$ cat config.mk
export PLATFORM = sky130hd
export DESIGN_NAME = mul7_scanner
export DESIGN_NICKNAME = d
export VERILOG_FILES = /design/src/rtl/mul7_pkg.sv /design/src/rtl/mod7_serial.sv /design/src/rtl/mul7_scanner.sv
export SDC_FILE = /design/constraint.sdc
export NUM_CORES = 1
export LEC_CHECK = 0
export ABC_AREA = 1
export BUFFER_PORTS_ARGS = -buffer_cell sky130_fd_sc_hd__buf_2
export CAP_MARGIN = 10
export CORE_MARGIN = 5
export CORE_UTILIZATION = 55
export DETAILED_ROUTE_END_ITERATION = 10
export PLACE_DENSITY = 0.8
export SYNTH_ARGS = -nofsm -noshare
export SYNTH_HDL_FRONTEND = slang
export SYNTH_SLANG_ARGS = --single-unit
$ cat constraint.sdc
create_clock -name clk -period 2.5 [get_ports clk]
set_clock_uncertainty 0.2 [all_clocks]
set_input_delay 0.125 -clock clk [delete_from_list [all_inputs] [get_ports clk]]
set_output_delay 0.125 -clock clk [all_outputs]
set_load 0.03 [all_outputs]
$ cat src/rtl/mul7_pkg.sv
// Shared definitions for the divide-by-7 scanner and its residue engine.
// Contents: scanner state encoding, default operand width, the modulus, and
// helpers for the bit-serial residue recurrence r = (2r + bit) mod 7.
package mul7_pkg;

    localparam int unsigned MUL7_DW  = 32;
    localparam int unsigned MUL7_MOD = 7;

    typedef enum logic [2:0] {
        StIdle,
        StPrep,
        StSend,
        StWait,
        StDone
    } scan_state_e;

    // One MSB-first step: r' = (2r + b) mod 7. 2r + b never exceeds 13,
    // so a single conditional subtract is enough.
    function automatic logic [2:0] mod7_step(input logic [2:0] r, input logic b);
        logic [3:0] t;
        t = {r, b};
        if (t >= 4'(MUL7_MOD)) begin
            t = t - 4'(MUL7_MOD);
        end
        return t[2:0];
    endfunction

    // r' = (r + 1) mod 7
    function automatic logic [2:0] mod7_inc(input logic [2:0] r);
        return (r == 3'(MUL7_MOD - 1)) ? 3'd0 : r + 3'd1;
    endfunction

endpackage

$ cat src/rtl/mod7_serial.sv
// Bit-serial mod-7 residue engine.
// Ports:
//   clk, rst      clock, synchronous active-low reset
//   load_i        overwrite the residue with load_val_i (has priority)
//   load_val_i    residue value to load
//   shift_i       shift bit_i in, MSB first: r = (2r + bit) mod 7
//   bit_i         next operand bit
//   r_o           current residue
module mod7_serial
    import mul7_pkg::*;
(
    input  logic       clk,
    input  logic       rst,
    input  logic       load_i,
    input  logic [2:0] load_val_i,
    input  logic       shift_i,
    input  logic       bit_i,
    output logic [2:0] r_o
);

    logic [2:0] r_q, r_d;

    always_comb begin
        r_d = r_q;
        if (load_i) begin
            r_d = load_val_i;
        end else if (shift_i) begin
            r_d = mod7_step(r_q, bit_i);
        end
    end

    always_ff @(posedge clk) begin
        if (!rst) begin
            r_q <= '0;
        end else begin
            r_q <= r_d;
        end
    end

    assign r_o = r_q;

endmodule

$ cat src/rtl/mul7_scanner.sv
// Operand sequencer and result collector for the divide-by-7 serial detector.
// Issues base, base+1, ... over the det_src/det_src_valid/det_ready handshake,
// collects each det_res verdict, and reports the hit count and last hit.
// Optional self-check (macro MUL7_SCAN_SELFCHECK_EN): computes base mod 7 in a
// PREP phase, tracks a running residue and counts verdicts that disagree.
// Ports:
//   clk, rst           clock, synchronous active-low reset
//   start_i            run request, honoured only in IDLE
//   base_i, num_i      first operand and operand count, sampled on start
//   det_src_o          operand to detector, det_src_valid_o its valid
//   det_ready_i        detector ready; det_res_i/det_res_valid_i its verdict
//   busy_o, done_o     run in progress / one-cycle end-of-run pulse
//   hit_count_o        operands judged divisible, last_hit_o last such operand
//   err_count_o        self-check disagreements (0 without self-check)
module mul7_scanner
    import mul7_pkg::*;
#(
    parameter int unsigned DW = MUL7_DW,
    parameter int unsigned CW = 8
) (
    input  logic          clk,
    input  logic          rst,
    input  logic          start_i,
    input  logic [DW-1:0] base_i,
    input  logic [CW-1:0] num_i,
    output logic [DW-1:0] det_src_o,
    output logic          det_src_valid_o,
    input  logic          det_ready_i,
    input  logic          det_res_i,
    input  logic          det_res_valid_i,
    output logic          busy_o,
    output logic          done_o,
    output logic [CW-1:0] hit_count_o,
    output logic [DW-1:0] last_hit_o,
    output logic [CW-1:0] err_count_o
);

    localparam logic [CW-1:0] CntMax = '1;

    scan_state_e   state_q, state_d;
    logic [DW-1:0] cur_q, cur_d;
    logic [CW-1:0] left_q, left_d;
    logic [CW-1:0] hit_q, hit_d;
    logic [DW-1:0] last_q, last_d;
    logic [DW-1:0] src_q, src_d;
    logic          src_valid_q, src_valid_d;
    logic          busy_q, busy_d;
    logic          done_q, done_d;
    logic          skip_q, skip_d;
    logic          accept;
    logic          capture;

`ifdef MUL7_SCAN_SELFCHECK_EN
    localparam int unsigned IW = (DW > 1) ? $clog2(DW) : 1;
    logic [IW-1:0] idx_q, idx_d;
    logic [CW-1:0] err_q, err_d;
    logic          res_load;
    logic [2:0]    res_load_val;
    logic          res_shift;
    logic          res_bit;
    logic [2:0]    res_r;
`endif

    // A start landing on the done-pulse cycle is dropped even though the FSM is
    // already back in IDLE.
    assign accept  = (state_q == StIdle) && start_i && !done_q;
    // The first WAIT cycle carries the detector's stale previous verdict.
    assign capture = (state_q == StWait) && !skip_q && det_res_valid_i;

    always_comb begin
        state_d = state_q;
        cur_d   = cur_q;
        left_d  = left_q;
        hit_d   = hit_q;
        last_d  = last_q;
        src_d   = src_q;
        busy_d  = busy_q;
        done_d  = 1'b0;
        skip_d  = skip_q;

        unique case (state_q)
            StIdle: begin
                if (accept) begin
                    cur_d  = base_i;
                    left_d = num_i;
                    hit_d  = '0;
                    last_d = '0;
                    if (num_i == '0) begin
                        state_d = StDone;
                    end else begin
                        busy_d = 1'b1;
`ifdef MUL7_SCAN_SELFCHECK_EN
                        state_d = StPrep;
`else
                        state_d = StSend;
`endif
                    end
                end
            end
            StPrep: begin
`ifdef MUL7_SCAN_SELFCHECK_EN
                if (idx_q == '0) begin
                    state_d = StSend;
                end
`else
                state_d = StSend;
`endif
            end
            StSend: begin
                if (det_ready_i) begin
                    state_d = StWait;
                    skip_d  = 1'b1;
                end
            end
            StWait: begin
                skip_d = 1'b0;
                if (capture) begin
                    if (det_res_i) begin
                        if (hit_q != CntMax) begin
                            hit_d = hit_q + CW'(1);
                        end
                        last_d = cur_q;
                    end
                    cur_d   = cur_q + DW'(1);
                    left_d  = left_q - CW'(1);
                    state_d = (left_q == CW'(1)) ? StDone : StSend;
                end
            end
            StDone: begin
                done_d  = 1'b1;
                busy_d  = 1'b0;
                state_d = StIdle;
            end
            default: state_d = StIdle;
        endcase

        // Outputs are registered from next-state so they line up with the state.
        src_valid_d = (state_d == StSend);
        if (state_d == StSend) begin
            src_d = cur_d;
        end
    end

    always_ff @(posedge clk) begin
        if (!rst) begin
            state_q     <= StIdle;
            cur_q       <= '0;
            left_q      <= '0;
            hit_q       <= '0;
            last_q      <= '0;
            src_q       <= '0;
            src_valid_q <= 1'b0;
            busy_q      <= 1'b0;
            done_q      <= 1'b0;
            skip_q      <= 1'b0;
        end else begin
            state_q     <= state_d;
            cur_q       <= cur_d;
            left_q      <= left_d;
            hit_q       <= hit_d;
            last_q      <= last_d;
            src_q       <= src_d;
            src_valid_q <= src_valid_d;
            busy_q      <= busy_d;
            done_q      <= done_d;
            skip_q      <= skip_d;
        end
    end

`ifdef MUL7_SCAN_SELFCHECK_EN
    always_comb begin
        idx_d        = idx_q;
        err_d        = err_q;
        res_load     = 1'b0;
        res_load_val = '0;
        res_shift    = 1'b0;
        res_bit      = 1'b0;
        if (accept) begin
            idx_d    = IW'(DW - 1);
            err_d    = '0;
            res_load = 1'b1;
        end
        if (state_q == StPrep) begin
            res_shift = 1'b1;
            res_bit   = cur_q[idx_q];
            idx_d     = idx_q - IW'(1);
        end
        if (capture) begin
            if ((det_res_i != (res_r == 3'd0)) && (err_q != CntMax)) begin
                err_d = err_q + CW'(1);
            end
            // 2^DW mod 7 is not 1, so the running residue restarts at the wrap.
            res_load     = 1'b1;
            res_load_val = (cur_d == '0) ? 3'd0 : mod7_inc(res_r);
        end
    end

    always_ff @(posedge clk) begin
        if (!rst) begin
            idx_q <= '0;
            err_q <= '0;
        end else begin
            idx_q <= idx_d;
            err_q <= err_d;
        end
    end

    mod7_serial u_mod7_serial (
        .clk        (clk),
        .rst        (rst),
        .load_i     (res_load),
        .load_val_i (res_load_val),
        .shift_i    (res_shift),
        .bit_i      (res_bit),
        .r_o        (res_r)
    );

    assign err_count_o = err_q;
`else
    assign err_count_o = '0;
`endif

    assign det_src_o       = src_q;
    assign det_src_valid_o = src_valid_q;
    assign busy_o          = busy_q;
    assign done_o          = done_q;
    assign hit_count_o     = hit_q;
    assign last_hit_o      = last_q;

endmodule

Word level (Yosys, flattened, before mapping)
Index checks and enable logic that the tools add are counted.

word-level totals
  bits in registers = 119
  word-level logic and storage cells = 69

cells by class
  add/subtract/negate cells = 3
  eq/ne operators = 13
  mux-type cells = 27
  reduce and logical (&&, ||, !) cells = 16

operator list
  kind                   count
  $mux 32                5
  $pmux 32 s2            2
  $mux 8                 6
  $add 32x1->32 const B  1
  $pmux 8 s2             2
  $mux 3                 5
  $pmux 3 s4             1
  $ne 2x2->1 const B     5
  $eq 3x2->1 const B     3
  $add 8x1->8 const B    1
  $eq 8x1->1 const B     1
  $logic_not 8->1        1
  $ne 8x8->1 const B     1
  $sub 8x1->8 const B    1
  $reduce_and 3->1       2
  $reduce_bool 2->1      3
  $reduce_and 5->1       1
  $logic_and 1x1->1      4
  $mux 1                 4
  $pmux 1 s2             2
  $reduce_and 4->1       1
  $eq 3x1->1 const B     1
  $eq 3x3->1 const B     1
  $logic_not 3->1        1
  other kinds (3)        4

Longest topological paths before layout
Gate-level depths: netlist of the first run.

  word-level depth = 6
  mapped depth = 13

Worst setup path after synthesis of the first run
Ideal clock, no wire load.

  path type = register -> register
  start point = register hit_q[0], in the netlist hit_count_o[0]
  end point = register hit_q[0], in the netlist hit_count_o[0]
  setup time = 0.116 ns
  data arrival time = 1.624 ns
  required time = 2.184 ns
  slack = 0.560 ns
  stages on the path, launching flop included = 13
  cell sequence = dfxtp_1 ha_1 nand2_1 inv_1 nand3_1 nor2_1 nand2_1 nand2_1 nand2_1 nand2_2 inv_2 nor2_1 nor2_1

between the ends
  word-level cells in the longest chain between the ends = 5
  elaborated cells between the ends (all ways) = 8

RTL lines
  element                   line                 text
  start: declaration        mul7_scanner.sv:43   logic [CW-1:0] hit_q, hit_d;
  start signal: assignment  mul7_scanner.sv:160  hit_q <= hit_d;
  $add 8x1->8               mul7_scanner.sv:120  hit_d = hit_q + CW'(1);
  $mux 8                    mul7_scanner.sv:119  if (hit_q != CntMax) begin
  $mux 8                    mul7_scanner.sv:118  if (det_res_i) begin
  $mux 8                    mul7_scanner.sv:117  if (capture) begin
  $pmux 8 s2                mul7_scanner.sv:81   unique case (state_q)

Several ways; a longest one is shown, not always the timed one. The select of a mux whose other input is x is not followed.
A chain may end at the register's enable or synchronous reset.

Final worst setup path of the first run
  start point = register state_q[2]
  end point = register src_q[5], in the netlist det_src_o[5]

between the ends
  word-level cells in the longest chain between the ends = 6
  elaborated cells between the ends (all ways) = 16

RTL lines
  element                                               line                                                        text
  start: declaration                                    mul7_scanner.sv:40                                          scan_state_e state_q, state_d;
  start signal: assignment                              mul7_scanner.sv:146                                         state_q <= StIdle;
  start signal: assignment                              mul7_scanner.sv:157                                         state_q <= state_d;
  $eq 3x2->1 / $logic_not 3->1 (equally long branches)  mul7_scanner.sv:68, mul7_scanner.sv:81, mul7_scanner.sv:66
  $logic_and 1x1->1 (on tied branches) (2 in series)    mul7_scanner.sv:68, mul7_scanner.sv:66
  $mux 3 (on tied branches)                             mul7_scanner.sv:117, mul7_scanner.sv:83
  $pmux 3 s4                                            mul7_scanner.sv:81
  $eq 3x2->1                                            mul7_scanner.sv:139                                         if (state_d == StSend) begin
  end signal: assignment                                mul7_scanner.sv:162                                         src_q <= src_d;
  end: declaration                                      mul7_scanner.sv:45                                          logic [DW-1:0] src_q, src_d;

Several ways; a longest one is shown, not always the timed one.

==> impl_metrics.ini, run 1 <==
[status]
status = complete, no violations

[clock_network]
cts.sinks = 119
cts_max_level = 4
numCtsBuffers = 17
ctsResizeCount = 0
clk_path_buf_depth = 2
clk_pin_slew_ns = 0.06
root_buffer = clkbuf_8
clk-insertion-delay-late_ns = 0.53
cts_tree = built

[sta]
fin_crit_ns = 2.32
min_period_over_period = 0.926
tightest_slew_ns = 0.787
fmax_ghz = 0.432
rsz0062_at_grt = no
finalHoldViolCount = 0
drv_slew = 0
maxSlewHeadroom = 0.475
setup_viol = 0
setup_tns_ns = 0
holdWs_ns = 0.207

[route]
wirelength_mm = 18.4
vias_per_cell = 5.40
antenna_left = 0
vias = 6662
drcViolationCount = 0
wl_per_cell_um = 14.9
dr.first_iter.drc_count = 1000
first_pass_iters = 5

[placement]
dpl.hpwl_mm = 12.3
io_buffers = 120
gp_congestion = 0.956

[critical_path]
cp-end-kind = flop
arrival_ns = 2.52
r2r_cells = 11
crit_required_ns = 2.71
critPathMaxFanout = 39
crit_path_start_kind = flop
worst-setup-path-type = flop to flop

[synth]
synth_area_mm2 = 0.00606
synth_cell_types = 38
ys_async_sr_fraction = 0
ys_warn_count = 0
ys.flop_type = dfxtp_1
seq_area_frac_synth = 0.393
synth_edf_count = 0
synth_cells = 922
ys_ff_latch = 119
synth.avg_cell_area_um2 = 6.57

[die]
io_pins = 129
dieArea_mm2 = 0.0132
die_y_um = 115
start_util = 0.561
fp.dieW_um = 115
row_count = 38
coreArea_mm2 = 0.0108

[global_route]
grt.total_usage = 0.283
grt_max_degree = 85
grt_pass1_wl_mm = 30.0
first_global_vias = 6085
antenna_found_initial = 0
grt-ovfl-total = 0

[layout]
drive_gt1_frac = 0.170
final_util = 0.715
nFillCells = 855
finalNetCount = 1130
syn_to_final_growth_pct = 27.5

[hold_path]
min_path_type = primary input to flop
hold_depth = 4

[power]
power_density_mw_per_mm2 = 731
power_w = 0.00564
p_leak_nw = 3.75
ir_worst_vdd_v = 0.000695

[flow_run]
max_cap_violations = 0
## sequential cells by signal, summed over array words and instances (netlist names)
register	count
left_q	8
cur_q	32
skip_q	1
done_o	1
busy_o	1
last_hit_o	32
state_q	3
det_src_o	32
hit_count_o	8
det_src_valid_o	1
## cell usage after synthesis, types with 5 or more instances
cell type  instances  area [um2]
a21oi_1           58         290
a22oi_1           24         180
a31oi_1            6        37.5
buf_1              5        18.8
buf_2             12        60.1
buf_4             13        97.6
clkbuf_1          17        63.8
dfxtp_1          119        2380
inv_1            102         383
inv_2              6        22.5
nand2_1          208         781
nand3_1           67         335
nand4_1           15        93.8
nor2_1           150         563
nor3_1            16        80.1
o21ai_0           46         230
o21ai_1           17        85.1
## metal layers
| metal | vias to the layer above | track usage | share of wire |
|---|---|---|---|
| met4 | 0 | 0.0876 | 0.018 |
| met5 | - | 0 | 0 |
| li1 | 3289 | - | - |
| met2 | 361 | 0.415 | 0.43 |
| met1 | 2980 | 0.401 | 0.45 |
| met3 | 32 | 0.0863 | 0.10 |
## report_power, final
part           switching, W  leakage, nW  internal [W]
Sequential         0.000142        0.978       0.00208
Combinational      0.000838         2.51      0.000397
Clock              0.000833        0.256       0.00135
Total               0.00181         3.75       0.00383
## layout make-up
type                    count  area [um2]  share of cell area
diodes                      1        2.50            0.000324
clock inverters             9        77.6              0.0101
repair buffers            179        1170               0.151
inverters                 110         415              0.0538
clock buffers              22         453              0.0587
flip-flops and latches    119        2380               0.309
well taps                 140         175              0.0227
multi-input cells         653        3040               0.394
## kinds of logic (layout without fill, tap and decap cells)
family | count (synthesis) | after routing | synth area share
flip-flops | 119 | 119 | 0.393
AND/OR/NAND/NOR | 472 | 472 | 0.330
XOR/XNOR | 5 | 5 | 0.00723
adder cells (fa/ha/maj) | 4 | 4 | 0.00826
AO/OA/AOI/OAI | 164 | 164 | 0.153
other | 1 | 9 | 0.000619
buffers and inverters | 157 | 320 | 0.108
## worst max-delay path, stage by stage, from the launching register on
cell and delay [ns]:
dfxtp_1 0.36, inv_2 0.13, nand2_2 0.14, nor2_8 0.31, inv_2 0.13, nor2_2 0.12, nor2_1 0.06, nand2_1 0.07
nand2_2 0.12, buf_12 0.20, nor3_1 0.23, nor2_1 0.09
## worst paths after layout
path	start	slack, ns	end
hold reg to reg	skip_q$_SDFFE_PN0P_	0.27	skip_q$_SDFFE_PN0P_
setup / recovery	state_q[2]$_SDFF_PN0_	0.18	det_src_o[5]$_SDFFE_PN0N_
hold / removal	num_i[1]	0.21	left_q[1]$_SDFFE_PN0P_
setup reg to reg	state_q[2]$_SDFF_PN0_	0.18	det_src_o[5]$_SDFFE_PN0N_
## cell usage in the layout (no fill, tap or decap), types with 2 or more instances in the layout
master,n
a211oi_1,2
a21boi_0,3
a21oi_1,58
a22oi_1,24
a31oi_1,6
buf_2,120
buf_4,13
clkbuf_1,3
clkbuf_16,16
clkbuf_8,3
clkinv_2,5
clkinvlp_4,3
conb_1,8
dfxtp_1,119
dlygate4sd3_1,45
ha_1,4
inv_1,102
inv_2,6
nand2_1,208
nand2_2,3
nand3_1,67
nand3_2,2
nand4_1,15
nor2_1,150
nor2_2,4
nor2_4,4
nor3_1,16
o211ai_1,2
o21ai_0,46
o21ai_1,17
o22ai_1,2
xor2_1,4
## repair_timing
action	4_1_cts	5_1_grt
hold buffers	45	0
endpoints found under the hold margin	90	0
setup buffers	0	0
## through the flow
| stage | cells | setup slack [ns] | area, um2 |
|---|---|---|---|
| 2_1_floorplan | 929 | 0.560 | 6080 |
| 3_3_place_gp | 1156 | 0.317 | 6740 |
| 3_5_place_dp | 1156 | 0.300 | 6740 |
| 4_1_cts | 1232 | 0.223 | 7720 |
| 5_1_grt | 1232 | 0.00780 | 7720 |
| 6_report | 1233 | 0.184 | 7720 |
Note: power is estimated with default switching activity, not from simulation.
==> inputs of run 2 (changes only) <==
PLACE_DENSITY = 0.88   (was 0.8)
==> impl_metrics.ini, run 2 (synthesized netlist as in run 1, its figures left out) <==
[status]
status = complete, no violations

[route]
wl_met1_mm = 8.10
dr.first_iter.drc_count = 884
vias_per_cell = 5.39
wl_per_cell_um = 15.1
dr_wl_met3_mm = 1.97
wirelength_mm = 18.7
drcViolationCount = 0
vias = 6673
first_pass_iters = 6
antenna_left = 0
dr_wl_met2_mm = 8.20
highest_layer = met4

[critical_path]
r2r_cells = 8
worst-setup-path-type = flop to flop
crit_path_start_kind = flop
cp-end-kind = flop
r2r-end = left_q[2]$_SDFFE_PN0P_
arrival_ns = 2.50
crit_required_ns = 2.70
r2r-start = state_q[1]$_SDFF_PN0_
critPathMaxFanout = 13
rrSetupSlack_ns = 0.20

[die]
dieArea_mm2 = 0.0132
io_pins = 129
start_util = 0.561
fp.dieW_um = 115
die_y_um = 115
row_count = 38
coreArea_mm2 = 0.0108

[hold_path]
min_path_type = primary input to flop
hold_depth = 5
min_to = state_q[2]$_SDFF_PN0_
hold_start = det_res_valid_i

[global_route]
grt_pass1_wl_mm = 30.1
grt-ovfl-total = 0
antenna_found_initial = 0
grt.total_usage = 0.284
first_global_vias = 6294
grt_max_degree = 85

[layout]
mostFrequentLayoutCell = nand2_1
num_antenna_cells = 0
fin_area_mm2 = 0.00784
multiInputGateArea_mm2 = 0.00305
mostFrequentLayoutCells = nand2_1 (208), nor2_1 (150), buf_2 (120)
finalNetCount = 1135
syn_to_final_growth_pct = 29.4
register_area_mm2 = 0.00238
drive_gt1_frac = 0.171
nFillCells = 806
final_cells = 1237

[placement]
dpl_cell_area_mm2 = 0.00676
gp_congestion = 0.925
io_buffers = 120
dpl.hpwl_mm = 12.4
dp_cells = 1157

[power]
p_leak_nw = 3.81
power_density_mw_per_mm2 = 750
ir_worst_vdd_v = 0.000714
power_w = 0.00588

[clock_network]
numCtsBuffers = 17
cts_tree = built
cts.sinks = 119
clk_path_buf_depth = 2
root_buffer = clkbuf_8
post_cts_buffers = 0
clk-insertion-delay-late_ns = 0.52
clk_pin_slew_ns = 0.06
cts_max_level = 4

[sta]
setup_viol = 0
fin_crit_ns = 2.30
maxSlewHeadroom = 0.504
fmax_ghz = 0.435
min_period_over_period = 0.920
drv_slew = 0
setup_tns_ns = 0
tightest_slew_ns = 0.743
finalHoldViolCount = 0
rsz0062_at_grt = no
holdWs_ns = 0.0540

[flow_run]
max_cap_violations = 0
==> run 2: changes by cell type in the layout (fill, tap and decap cells not counted), sizes merged <==
cell         delta
buf             +1
dlygate4sd3     +4
clkinv          -3
clkbuf          +2
bufinv          +1
diode           -1
==> run 2: worst max-delay path by stage <==
stage	start	to	cells after the start
after floorplan	hit_count_o[0]$_SDFFE_PN0P_	hit_count_o[0]$_SDFFE_PN0P_	12
after global placement	cur_q[1]$_SDFF_PN0_	det_src_o[26]$_SDFFE_PN0N_	10
after detailed placement	cur_q[0]$_SDFF_PN0_	det_src_o[26]$_SDFFE_PN0N_	10
after CTS	state_q[2]$_SDFF_PN0_	left_q[6]$_SDFFE_PN0P_	8
after global routing	state_q[1]$_SDFF_PN0_	left_q[0]$_SDFFE_PN0P_	8
final	state_q[1]$_SDFF_PN0_	left_q[2]$_SDFFE_PN0P_	8
==> run 2: final cells by class <==
cell class,instances,area share
clock buffer,24,0.0626
inverter,110,0.0533
timing repair buffer,184,0.157
tap,140,0.0223
multi-input combinational,653,0.389
clock inverter,7,0.0118
sequential,119,0.304
==> run 2: critical path, stage by stage (launching register included) <==
cell	delay (ns)
dfxtp_1	0.42
nand2_1	0.12
nor2_4	0.19
nand2_1	0.17
o21ai_4	0.16
inv_4	0.12
o21ai_0	0.17
a31oi_1	0.06
dlygate4sd3_1	0.57
==> run 2: routing by layer <==
layer  vias to the layer above  track usage
li1                       3289            -
met1                      2931        0.385
met2                       404        0.442
met3                        49       0.0726
met4                         0       0.0947
met5                         -            0
==> run 2: timing repair <==
item,CTS,global route
setup endpoints to repair,0,6
endpoints found under the hold margin,111,0
gates resized for setup,0,3
hold buffers,49,0
==> run 2: report_power, final <==
group / switching, W / leakage, nW / internal (W)
Combinational: 0.000841 / 2.55 / 0.000408
Sequential: 0.000151 / 0.978 / 0.00208
Clock: 0.000856 / 0.279 / 0.00154
Total: 0.00185 / 3.81 / 0.00403
==> run 2: through the flow <==
step,worst slack (ns),util
after CTS,0.102,0.725
final,0.199,0.726
after floorplan,0.560,-
after detailed placement,0.389,0.626
after global routing,0.0229,0.726
after global placement,0.431,0.626
==> inputs of run 3 (changes only) <==
PLACE_DENSITY = unset   (was 0.88)
PLACE_DENSITY_LB_ADDON = 0.05   (was unset)
==> impl_metrics.ini, run 3 (synthesized netlist as in run 1, its figures left out) <==
[critical_path]
arrival_ns = 2.49
crit_required_ns = 2.70
cp-end-kind = flop
critPathMaxFanout = 39
worst-setup-path-type = flop to flop
r2r_cells = 7
crit_path_start_kind = flop

[global_route]
antenna_found_initial = 0
grt-ovfl-total = 0
grt.total_usage = 0.279
first_global_vias = 6066
grt_pass1_wl_mm = 29.4
grt_max_degree = 85

[sta]
maxSlewHeadroom = 0.531
tightest_slew_ns = 0.702
setup_tns_ns = 0
holdWs_ns = 0.0443
fin_crit_ns = 2.29
setup_viol = 0
fmax_ghz = 0.436
finalHoldViolCount = 0
rsz0062_at_grt = no
drv_slew = 0
min_period_over_period = 0.917

[clock_network]
cts_max_level = 4
numCtsBuffers = 17
clk-insertion-delay-late_ns = 0.52
clk_path_buf_depth = 2
cts.sinks = 119
clk_pin_slew_ns = 0.05
cts_tree = built
root_buffer = clkbuf_8

[layout]
drive_gt1_frac = 0.172
num_antenna_cells = 0
mostFrequentLayoutCell = nand2_1
mostFrequentLayoutCells = nand2_1 (208), nor2_1 (150), buf_2 (120)
finalNetCount = 1139
syn_to_final_growth_pct = 29.4

[hold_path]
hold_depth = 5
min_path_type = primary input to flop

[power]
power_density_mw_per_mm2 = 736
power_w = 0.00577
p_leak_nw = 3.82
ir_worst_vdd_v = 0.000544

[flow_run]
max_cap_violations = 0

[route]
vias_per_cell = 5.23
dr.first_iter.drc_count = 685
drcViolationCount = 0
wirelength_mm = 17.9
antenna_left = 0
first_pass_iters = 5
wl_per_cell_um = 14.4
vias = 6480

[die]
start_util = 0.561
coreArea_mm2 = 0.0108
fp.dieW_um = 115
io_pins = 129
row_count = 38
die_y_um = 115
dieArea_mm2 = 0.0132

[status]
status = complete, no violations

[placement]
dpl.hpwl_mm = 12.2
gp_congestion = 0.901
io_buffers = 120
[run 3: layer usage]
layer	wire (um)	up-vias	global-route usage
met5	0	-	0
met3	1710	34	0.0632
met4	353	0	0.0978
met1	8050	2846	0.391
li1	-	3302	-
met2	7800	298	0.422
[run 3: area by class of cell]
class / count / area [um2]
multi-input combinational: 653 / 3050
fill: 903 / 2960
sequential: 119 / 2380
timing repair buffer: 188 / 1250
clock buffer: 22 / 463
inverter: 110 / 415
tap: 140 / 175
clock inverter: 8 / 98.8
[run 3: stage by stage]
stage | instance area, um2 | utilization | std cells | worst slack [ns]
after floorplan | 6080 | - | 929 | 0.560
after global placement | 6740 | 0.625 | 1157 | 0.316
after detailed placement | 6740 | 0.625 | 1157 | 0.299
after CTS | 7820 | 0.724 | 1238 | 0.0346
after global routing | 7840 | 0.726 | 1240 | 0.0342
final | 7840 | 0.726 | 1240 | 0.207
[run 3: timing repair]
item | 4_1_cts | 5_1_grt
setup endpoints to repair | 0 | 6
hold buffers | 51 | 0
hold endpoints to repair | 110 | 0
setup buffers | 0 | 2
gates resized for setup | 0 | 2
[run 3: where the power goes]
part	total (W)	internal [W]	leakage (nW)	switching, W
Clock	0.00231	0.00148	0.273	0.000833
Combinational	0.00124	0.000411	2.57	0.000826
Sequential	0.00222	0.00208	0.978	0.000140
Total	0.00577	0.00397	3.82	0.00180
[run 3: path summary, 6_finish.rpt]
path	from	to	slack (ns)
min reg2reg	last_hit_o[2]$_SDFFE_PN0P_	last_hit_o[2]$_SDFFE_PN0P_	0.27
max	state_q[2]$_SDFF_PN0_	left_q[1]$_SDFFE_PN0P_	0.21
min	det_res_valid_i	state_q[2]$_SDFF_PN0_	0.04
max reg2reg	state_q[2]$_SDFF_PN0_	left_q[1]$_SDFFE_PN0P_	0.21
[run 3: critical path: stages, from the launching register on]
cell and delay (ns):
dfxtp_1 0.43, inv_2 0.10, nand3_1 0.10, buf_4 0.42, nor2_1 0.08, a211oi_1 0.24, nor2_1 0.05, dlygate4sd3_1 0.55
